`config.mk`:
```
export PLATFORM = sky130hd
export DESIGN_NAME = hybrid_session_ctrl
export DESIGN_NICKNAME = d
export VERILOG_FILES = /design/src/rtl/hybrid_session_ctrl.sv
export SDC_FILE = /design/constraint.sdc
export NUM_CORES = 1
export LEC_CHECK = 0
export CAP_MARGIN = 10
export CORE_MARGIN = 3
export CORE_UTILIZATION = 35
export CTS_CLUSTER_SIZE = 28
export DETAILED_ROUTE_END_ITERATION = 8
export PLACE_DENSITY = 0.61
export SKIP_LAST_GASP = 1
export SLEW_MARGIN = 10
export SYNTH_ARGS = -nofsm -noshare
export SYNTH_HDL_FRONTEND = slang
export SYNTH_SLANG_ARGS = --single-unit
```
`constraint.sdc`:
```
create_clock -name clk -period 3.1 [get_ports clk]
set_input_delay 0.31 -clock clk [delete_from_list [all_inputs] [get_ports clk]]
set_output_delay 0.31 -clock clk [all_outputs]
set_load 0.01 [all_outputs]
```
`src/rtl/hybrid_session_ctrl.sv`:
```
// Hybrid decrypt session controller: takes an RSA-wrapped AES key and N ciphertext
// blocks, drives the external RSA/AES decrypt cores and streams plaintext bytes out.
module hybrid_session_ctrl #(
   parameter int TIMEOUT_CYC = 100000,
   parameter int KEY_W       = 128
) (
   input  logic             clk,
   input  logic             rst,
   input  logic [7:0]       rx_data,
   input  logic             rx_valid,
   output logic             rsa_start,
   output logic [KEY_W-1:0] rsa_cipher,
   input  logic             rsa_done,
   input  logic [KEY_W-1:0] rsa_result,
   output logic             aes_start,
   output logic [KEY_W-1:0] aes_key,
   output logic [KEY_W-1:0] aes_block,
   input  logic             aes_done,
   input  logic [KEY_W-1:0] aes_result,
   output logic [7:0]       tx_data,
   output logic             tx_valid,
   input  logic             tx_ready,
   output logic             busy,
   output logic             session_done,
   output logic [7:0]       blocks_done,
   output logic             err_overrun,
   output logic             err_timeout
);
   localparam int TW = $clog2(TIMEOUT_CYC + 1);

   typedef enum logic [1:0] {RX_KEY, RX_CNT, RX_BLK, RX_END} rx_t;
   typedef enum logic [2:0] {S_IDLE, S_RSA, S_WAIT_BLK, S_AES, S_TX} core_t;

   rx_t              rx_q, rx_d;
   core_t            st_q, st_d;
   logic [3:0]       byte_cnt, tx_cnt;
   logic [7:0]       n_blk, blk_rcvd;
   logic [KEY_W-1:0] blk_buf, tx_sr;
   logic             blk_full, rsa_ok;
   logic [TW-1:0]    tmo_cnt;

   logic tx_hs, tx_last, copy, cnt_known, rsa_fin, sess_end;
   logic key_take, cnt_take, blk_take, take, key_last, blk_last;
   logic overrun, tmo_run, tmo_fire;

   always_comb begin
      tx_hs     = (st_q == S_TX) && tx_ready;
      tx_last   = tx_hs && (tx_cnt == 4'd15);
      copy      = (st_q == S_WAIT_BLK) && blk_full;
      // the count byte may trail the RSA result; hold S_RSA until N is known
      cnt_known = (rx_q == RX_BLK) || (rx_q == RX_END);
      rsa_fin   = (st_q == S_RSA) && (rsa_done || rsa_ok) && cnt_known;
      sess_end  = (rsa_fin && (n_blk == 8'd0)) ||
                  (tx_last && ((blocks_done + 8'd1) == n_blk));
      key_take  = rx_valid && (rx_q == RX_KEY) && (st_q == S_IDLE);
      cnt_take  = rx_valid && (rx_q == RX_CNT);
      // a byte landing on the copy cycle goes into the buffer being vacated
      blk_take  = rx_valid && (rx_q == RX_BLK) && (!blk_full || copy);
      overrun   = rx_valid && (((rx_q == RX_BLK) && blk_full && !copy) || (rx_q == RX_END));
      take      = key_take || cnt_take || blk_take;
      key_last  = key_take && (byte_cnt == 4'd15);
      blk_last  = blk_take && (byte_cnt == 4'd15);
      tmo_run   = ((rx_q == RX_KEY) && (byte_cnt != 4'd0)) || (rx_q == RX_CNT) ||
                  ((rx_q == RX_BLK) && !blk_full);
      tmo_fire  = tmo_run && !take && (tmo_cnt == TW'(TIMEOUT_CYC - 1));
   end

   always_ff @(posedge clk) begin
      if (rst) begin
         st_q <= S_IDLE;
         rx_q <= RX_KEY;
      end else begin
         st_q <= st_d;
         rx_q <= rx_d;
      end
   end

   always_comb begin
      st_d = st_q;
      if (tmo_fire) st_d = S_IDLE;
      else begin
         case (st_q)
            S_IDLE:     if (key_last) st_d = S_RSA;
            S_RSA:      if (rsa_fin) st_d = (n_blk == 8'd0) ? S_IDLE : S_WAIT_BLK;
            S_WAIT_BLK: if (blk_full) st_d = S_AES;
            S_AES:      if (aes_done) st_d = S_TX;
            S_TX:       if (tx_last) st_d = sess_end ? S_IDLE : S_WAIT_BLK;
            default:    st_d = S_IDLE;
         endcase
      end
   end

   always_comb begin
      rx_d = rx_q;
      if (tmo_fire || sess_end) rx_d = RX_KEY;
      else begin
         case (rx_q)
            RX_KEY:  if (key_last) rx_d = RX_CNT;
            RX_CNT:  if (cnt_take) rx_d = (rx_data == 8'd0) ? RX_END : RX_BLK;
            RX_BLK:  if (blk_last && ((blk_rcvd + 8'd1) == n_blk)) rx_d = RX_END;
            default: rx_d = rx_q;
         endcase
      end
   end

   always_ff @(posedge clk) begin
      if (rst) begin
         rsa_start    <= 1'b0;
         aes_start    <= 1'b0;
         session_done <= 1'b0;
         err_overrun  <= 1'b0;
         err_timeout  <= 1'b0;
         rsa_cipher   <= '0;
         aes_key      <= '0;
         aes_block    <= '0;
         blk_buf      <= '0;
         tx_sr        <= '0;
         tx_cnt       <= 4'd0;
         byte_cnt     <= 4'd0;
         n_blk        <= 8'd0;
         blk_rcvd     <= 8'd0;
         blocks_done  <= 8'd0;
         blk_full     <= 1'b0;
         rsa_ok       <= 1'b0;
         tmo_cnt      <= '0;
      end else begin
         rsa_start    <= key_last;
         aes_start    <= copy && !tmo_fire;
         session_done <= sess_end;
         if (overrun)  err_overrun <= 1'b1;
         if (tmo_fire) err_timeout <= 1'b1;
         if (key_take) rsa_cipher <= {rsa_cipher[KEY_W-9:0], rx_data};
         if (cnt_take) n_blk <= rx_data;
         if (blk_take) blk_buf <= {blk_buf[KEY_W-9:0], rx_data};
         if (copy)     aes_block <= blk_buf;
         if ((st_q == S_RSA) && rsa_done) aes_key <= rsa_result;
         rsa_ok <= (st_q == S_RSA) && (st_d == S_RSA) && (rsa_ok || rsa_done);

         if ((st_q == S_AES) && aes_done) begin
            tx_sr  <= aes_result;
            tx_cnt <= 4'd0;
         end else if (tx_hs) begin
            tx_sr  <= tx_sr << 8;
            tx_cnt <= tx_cnt + 4'd1;
         end

         if (tmo_fire || sess_end)     byte_cnt <= 4'd0;
         else if (key_take || blk_take) byte_cnt <= byte_cnt + 4'd1;

         if (tmo_fire || (key_take && (byte_cnt == 4'd0))) blocks_done <= 8'd0;
         else if (tx_last)                                 blocks_done <= blocks_done + 8'd1;

         if (tmo_fire || cnt_take) blk_rcvd <= 8'd0;
         else if (blk_last)        blk_rcvd <= blk_rcvd + 8'd1;

         if (tmo_fire) blk_full <= 1'b0;
         else          blk_full <= (blk_full && !copy) || blk_last;

         if (take || tmo_fire) tmo_cnt <= '0;
         else if (tmo_run)     tmo_cnt <= tmo_cnt + 1'b1;
      end
   end

   assign tx_valid = (st_q == S_TX);
   assign tx_data  = tx_sr[KEY_W-1 -: 8];
   assign busy     = (st_q != S_IDLE) || (rx_q != RX_KEY) || (byte_cnt != 4'd0);

endmodule

```
==> results_dict.tcl, run 1 <==
set metrics [dict create \
    start_util_pct 35.5 \
    first_pass_iters 5 \
    startpoint "byte_cnt[0]" \
    worst_ep_required_time_ns 2.79 \
    clock.fmax_mhz 359 \
    dp_slack_ns 0.510 \
    fp.dieW_um 278 \
    root_buffer "clkbuf_16" \
    hold_violations 0 \
    synth_area_mm2 0.0260 \
    cts_resized 0 \
    finalWirelength_mm 86.3 \
    avgSynthCellArea_um2 7.82 \
    place.detailed.hpwl_mm 58.3 \
    grt_pass1_vias 22200 \
    cts_max_level 3 \
    core_area_mm2 0.0732 \
    antenna_found_initial 12 \
    period_share_pct 89.8 \
    power.density_mw_per_mm2 543 \
    worst_ep_arrival_time_ns 2.47 \
    async_reset_ff_share_pct 0 \
    max-clock-path-buffers 3 \
    rows 99 \
    vias 23800 \
    postCtsSetupBuffers 0 \
    reg2regPathDepth 7 \
    synth_flop_cell "dfxtp_1" \
    status "finished, final reports clean" \
    regToRegEndpoint "byte_cnt[1]" \
    finalSetupViolations 0 \
    portBuffers 676 \
    via_per_inst 4.87 \
    io_pins 677 \
    ys_types 51 \
    dieArea_mm2 0.0775 \
    cts_hold_buf 0 \
    leakage_uw 0.0119 \
    final_cells 4883 \
    syn-num-nets 3601 \
    die_h_um 278 \
    area_growth_pct 39.8 \
    yosys_warnings 0 \
    regToRegSetupSlack_ns 0.60 \
    holdWs_ns 0.184 \
    placedCellCount 4728 \
    skew_ns 0.0215 \
    drive_above_1_share_pct 4.77 \
    vdd_drop_max_v 0.000389 \
    yosysSeqAreaShare_pct 54.0 \
    grt_usage_pct 21.1 \
    rr_startpoint "st_q[2]" \
    place_congestion 0.851 \
    relSlewSlack_pct 35.5 \
    nets 4132 \
    min_period_ns 2.78 \
    drtIter0Drc 1534 \
    start_kind "flip-flop" \
    numCtsBuffers 81 \
    cts_tree "built" \
    hp-start "rst" \
    cp-end-kind "output pin" \
    syn_inst 3321 \
    holdPathEnd "rsa_cipher[97]" \
    layout_commonest_cell "nand2_1" \
    grt_overflow_total 0 \
    slew_viol_final 0 \
    tightest_slew_ns 0.967 \
    grt_first_pass_wirelength_mm 131 \
    drtAntennaViolNets 0 \
    critPathKind "reg2out" \
    final_cell_mix "nand2_1 (1305), dfxtp_1 (701), clkdlybuf4s50_1 (675)" \
    clkTransAtPathRegs_ns 0.06 \
    grt_max_degree 213 \
    hold_depth 2 \
    synth_edf_count 0 \
    drv_cap 0 \
    tns_ns 0 \
    post_drt_wl_per_cell_um 17.7 \
    ys_seq_elements 701 \
    hold_class "in2reg" \
    cts_sinks 701 \
    insertion_delay_ns 0.64 \
    power.total_uw 19700 \
    drcViolationCount 0 \
    layout_setup_ws_ns 0.316 \
    crit_path_max_fanout 4 \
    grt_setup_unrepaired "false" \
]
## metal layers
layer	GRT usage, %	routed length (µm)	up-vias
met1	26.7	37000	11000
met2	34.4	40200	580
li1	-	-	12000
met4	6.48	2500	14
met5	0	83	-
met3	6.89	6520	152
## how the worst max path moves through the flow
stage | to | slack (ns) | cells after the start
global placement | blocks_done[1] | 0.57 | 9
CTS | busy | 0.11 | 5
floorplan | blocks_done[0] | 0.81 | 9
finish | busy | 0.32 | 5
detailed placement | blocks_done[1] | 0.51 | 9
global route | busy | 0.17 | 5
## critical path, cell delays in order, from the launching register on
cell             delay [ns]
dfxtp_1                0.35
inv_1                  0.07
ha_1                   0.13
or3b_2                 0.51
nand2b_1               0.20
clkdlybuf4s50_1        0.60
## cell type report
type | instances | area, µm²
multi-input combinational | 2347 | 10900
tap | 959 | 1200
sequential | 701 | 14000
antenna | 5 | 12.5
inverter | 9 | 33.8
clock inverter | 35 | 499
timing repair buffer | 712 | 7270
fill | 7169 | 36900
clock buffer | 115 | 2330
## where the power goes
part	total [µW]	switching, µW	internal [µW]
Clock	10000	3950	6050
Sequential	9040	15.0	9020
Combinational	693	326	368
## state kept, by name, indices dropped and copies added (netlist names)
signal	flops
err_timeout	1
rsa_cipher	128
st_q	3
tmo_cnt	17
rsa_ok	1
tx_cnt	4
aes_key	128
aes_start	1
rsa_start	1
blocks_done	8
byte_cnt	4
blk_full	1
err_overrun	1
aes_block	128
rx_q	2
tx_sr	128
session_done	1
blk_rcvd	8
n_blk	8
blk_buf	128
## metrics by stage
step                util [%]  area (µm²)
global placement        45.7       33400
finish                  49.6       36300
CTS                     49.6       36300
global route            49.6       36300
floorplan                  -       26000
detailed placement      45.7       33400
## logic make-up (layout without fill, tap and decap cells)
kind of cell               after synthesis  count (layout)  share of synthesized area, %
and+or+nand+nor                       1567            1567                          23.7
AOI/OAI and AO/OA                      710             710                          15.6
DFF                                    701             701                          54.0
buffers and inverters                  273             871                          4.16
xor gates and xnor gates                56              56                          1.89
adders and majority gates               10              10                         0.482
muxes                                    4               4                         0.154
other                                    0               5                             0
## cell usage after synthesis (all sizes together) (2+ instances only)
master / number / area, µm²
a211o: 2 / 17.5
nor2b: 7 / 43.8
mux2i: 4 / 40.0
inv: 9 / 33.8
o211ai: 3 / 22.5
and3: 5 / 31.3
dfxtp: 701 / 14000
nand3: 29 / 145
nand2: 1309 / 4910
nand3b: 2 / 15.0
or2: 2 / 12.5
xor2: 26 / 228
a21oi: 564 / 2830
ha: 10 / 125
nand2b: 3 / 18.8
nand4: 12 / 75.1
a311oi: 102 / 893
a22oi: 18 / 135
and4: 6 / 52.6
xnor2: 30 / 263
a211oi: 4 / 30.0
o21ai: 6 / 30.0
and2: 6 / 37.5
nor3: 10 / 50.1
o2111ai: 2 / 17.5
or3b: 2 / 20.0
nor2: 153 / 574
or3: 4 / 25.0
nor4b: 2 / 23.8
nor4: 8 / 50.1
buf: 21 / 135
nor3b: 5 / 37.5
clkbuf: 243 / 912
Note: power is estimated with default switching activity, not from simulation.
==> run 2: changes to the inputs <==
--- a/config.mk
+++ b/config.mk
@@ -11,6 +11,7 @@
 export CTS_CLUSTER_SIZE = 28
 export DETAILED_ROUTE_END_ITERATION = 8
 export PLACE_DENSITY = 0.61
+export SETUP_SLACK_MARGIN = 0.2
 export SKIP_LAST_GASP = 1
 export SLEW_MARGIN = 10
 export SYNTH_ARGS = -nofsm -noshare
==> results_dict.tcl, run 2 (synthesized netlist as in run 1, its figures left out) <==
set metrics [dict create \
    status "finished, final reports clean" \
    start_kind "flip-flop" \
    fillCellCount 7169 \
    holdWs_ns 0.208 \
    drive_above_1_share_pct 4.80 \
    reg2regPathDepth 7 \
    rr_startpoint "st_q[2]" \
    post_drt_wl_per_cell_um 17.7 \
    root_buffer "clkbuf_16" \
    regToRegSetupSlack_ns 0.59 \
    hold_violations 0 \
    final_core_util_pct 49.6 \
    dieArea_mm2 0.0775 \
    tns_ns 0 \
    grt_setup_unrepaired "false" \
    hold_depth 2 \
    finalWirelength_mm 86.3 \
    placedCellCount 4728 \
    cp-end-kind "output pin" \
    worst_ep_required_time_ns 2.79 \
    first_pass_iters 5 \
    period_share_pct 90.0 \
    die_h_um 278 \
    finalSetupViolations 0 \
    io_pins 677 \
    worst_ep_arrival_time_ns 2.48 \
    drcViolationCount 0 \
    startpoint "byte_cnt[0]" \
    max-clock-path-buffers 3 \
    skew_ns 0.0229 \
    nets 4133 \
    power.total_uw 19700 \
    grt_max_degree 213 \
    slew_viol_final 0 \
    power.density_mw_per_mm2 543 \
    critPathKind "reg2out" \
    drtAntennaViolNets 0 \
    start_util_pct 35.5 \
    hp-start "rst" \
    crit_path_max_fanout 4 \
    relSlewSlack_pct 33.8 \
    cts_sinks 701 \
    final_cells 4884 \
    drv_cap 0 \
    grt_usage_pct 21.1 \
    cts_tree "built" \
    final_cell_mix "nand2_1 (1305), dfxtp_1 (701), clkdlybuf4s50_1 (675)" \
    fp.dieW_um 278 \
    clock.fmax_mhz 359 \
    path_cells "inv_1 -> ha_1 -> or3b_2 -> nand2b_1 -> clkdlybuf4s50_1" \
    area_growth_pct 39.8 \
    portBuffers 676 \
    numCtsBuffers 81 \
    hold_class "in2reg" \
    core_area_mm2 0.0732 \
    leakage_uw 0.0119 \
    cts_max_level 3 \
    critical_path.max_stage_delay_ns 0.59 \
    cts_hold_buf 0 \
    vdd_drop_max_v 0.000389 \
    drtIter0Drc 1621 \
    layout_commonest_cell "nand2_1" \
    slowest_stage "clkdlybuf4s50_1" \
    regToRegEndpoint "byte_cnt[1]" \
    vias 23800 \
    clkTransAtPathRegs_ns 0.06 \
    min_period_ns 2.79 \
    holdPathEnd "rsa_cipher[107]" \
    grt_overflow_total 0 \
    tightest_slew_ns 0.993 \
    rows 99 \
    place_congestion 0.851 \
    place.detailed.hpwl_mm 58.3 \
    grt_pass1_vias 22200 \
    grt_first_pass_wirelength_mm 131 \
    insertion_delay_ns 0.64 \
    via_per_inst 4.87 \
    antenna_found_initial 12 \
]
run 2: cell count changes in the layout (fill, tap and decap cells not counted), sizes merged:
cell,previous run,this run
buf,37,38
run 2: repair_timing:
item,in CTS,in global routing
setup endpoints to repair,1,1
setup buffers,0,1
gates resized for setup,1,0
run 2: worst max path at each step:
stage | cells after the start | slack, ns | endpoint
detailed placement | 9 | 0.51 | blocks_done[1]
CTS | 5 | 0.26 | busy
global route | 5 | 0.21 | busy
finish | 5 | 0.31 | busy
floorplan | 9 | 0.81 | blocks_done[0]
global placement | 9 | 0.57 | blocks_done[1]
run 2: per-layer routing:
layer	part of all wire (%)	wire length [µm]	track usage (%)	vias to the layer above
met4	2.9	2510	6.48	14
met1	43	36800	26.7	11100
met3	7.7	6630	6.89	154
li1	-	-	-	12000
met5	0.096	83	0	-
met2	47	40300	34.4	583
run 2: through the flow:
step / setup slack [ns] / cell area, µm²
finish: 0.311 / 36300
CTS: 0.255 / 36300
floorplan: 0.812 / 26000
detailed placement: 0.510 / 33400
global placement: 0.568 / 33400
global route: 0.209 / 36300
run 2: power by group:
part	total (µW)	internal, µW	switching, µW
registers	9040	9020	15.1
logic	693	368	325
clock network	9990	6050	3940
run 2: critical path: cells and delay by family, from the launching register on:
kind | cells | cell delay (ns)
buffers and inverters | 2 | 0.66
DFF | 1 | 0.35
adders and majority gates | 1 | 0.13
and+or+nand+nor | 2 | 0.72
run 2: cell type report:
type | count | area [µm²] | area share (%)
Antenna cell | 5 | 12.5 | 0.0345
Tap cell | 959 | 1200 | 3.30
Clock buffer | 115 | 2330 | 6.43
Clock inverter | 35 | 499 | 1.37
Timing Repair Buffer | 713 | 7270 | 20.0
Inverter | 9 | 33.8 | 0.0930
Multi-Input combinational cell | 2347 | 10900 | 30.1
Sequential cell | 701 | 14000 | 38.6
==> run 3: changes to the inputs <==
--- a/config.mk
+++ b/config.mk
@@ -11,7 +11,6 @@
 export CTS_CLUSTER_SIZE = 28
 export DETAILED_ROUTE_END_ITERATION = 8
 export PLACE_DENSITY = 0.61
-export SETUP_SLACK_MARGIN = 0.2
 export SKIP_LAST_GASP = 1
 export SLEW_MARGIN = 10
 export SYNTH_ARGS = -nofsm -noshare
==> results of run 3 <==
Final layout, timing and power as in run 1 (identical DEF).
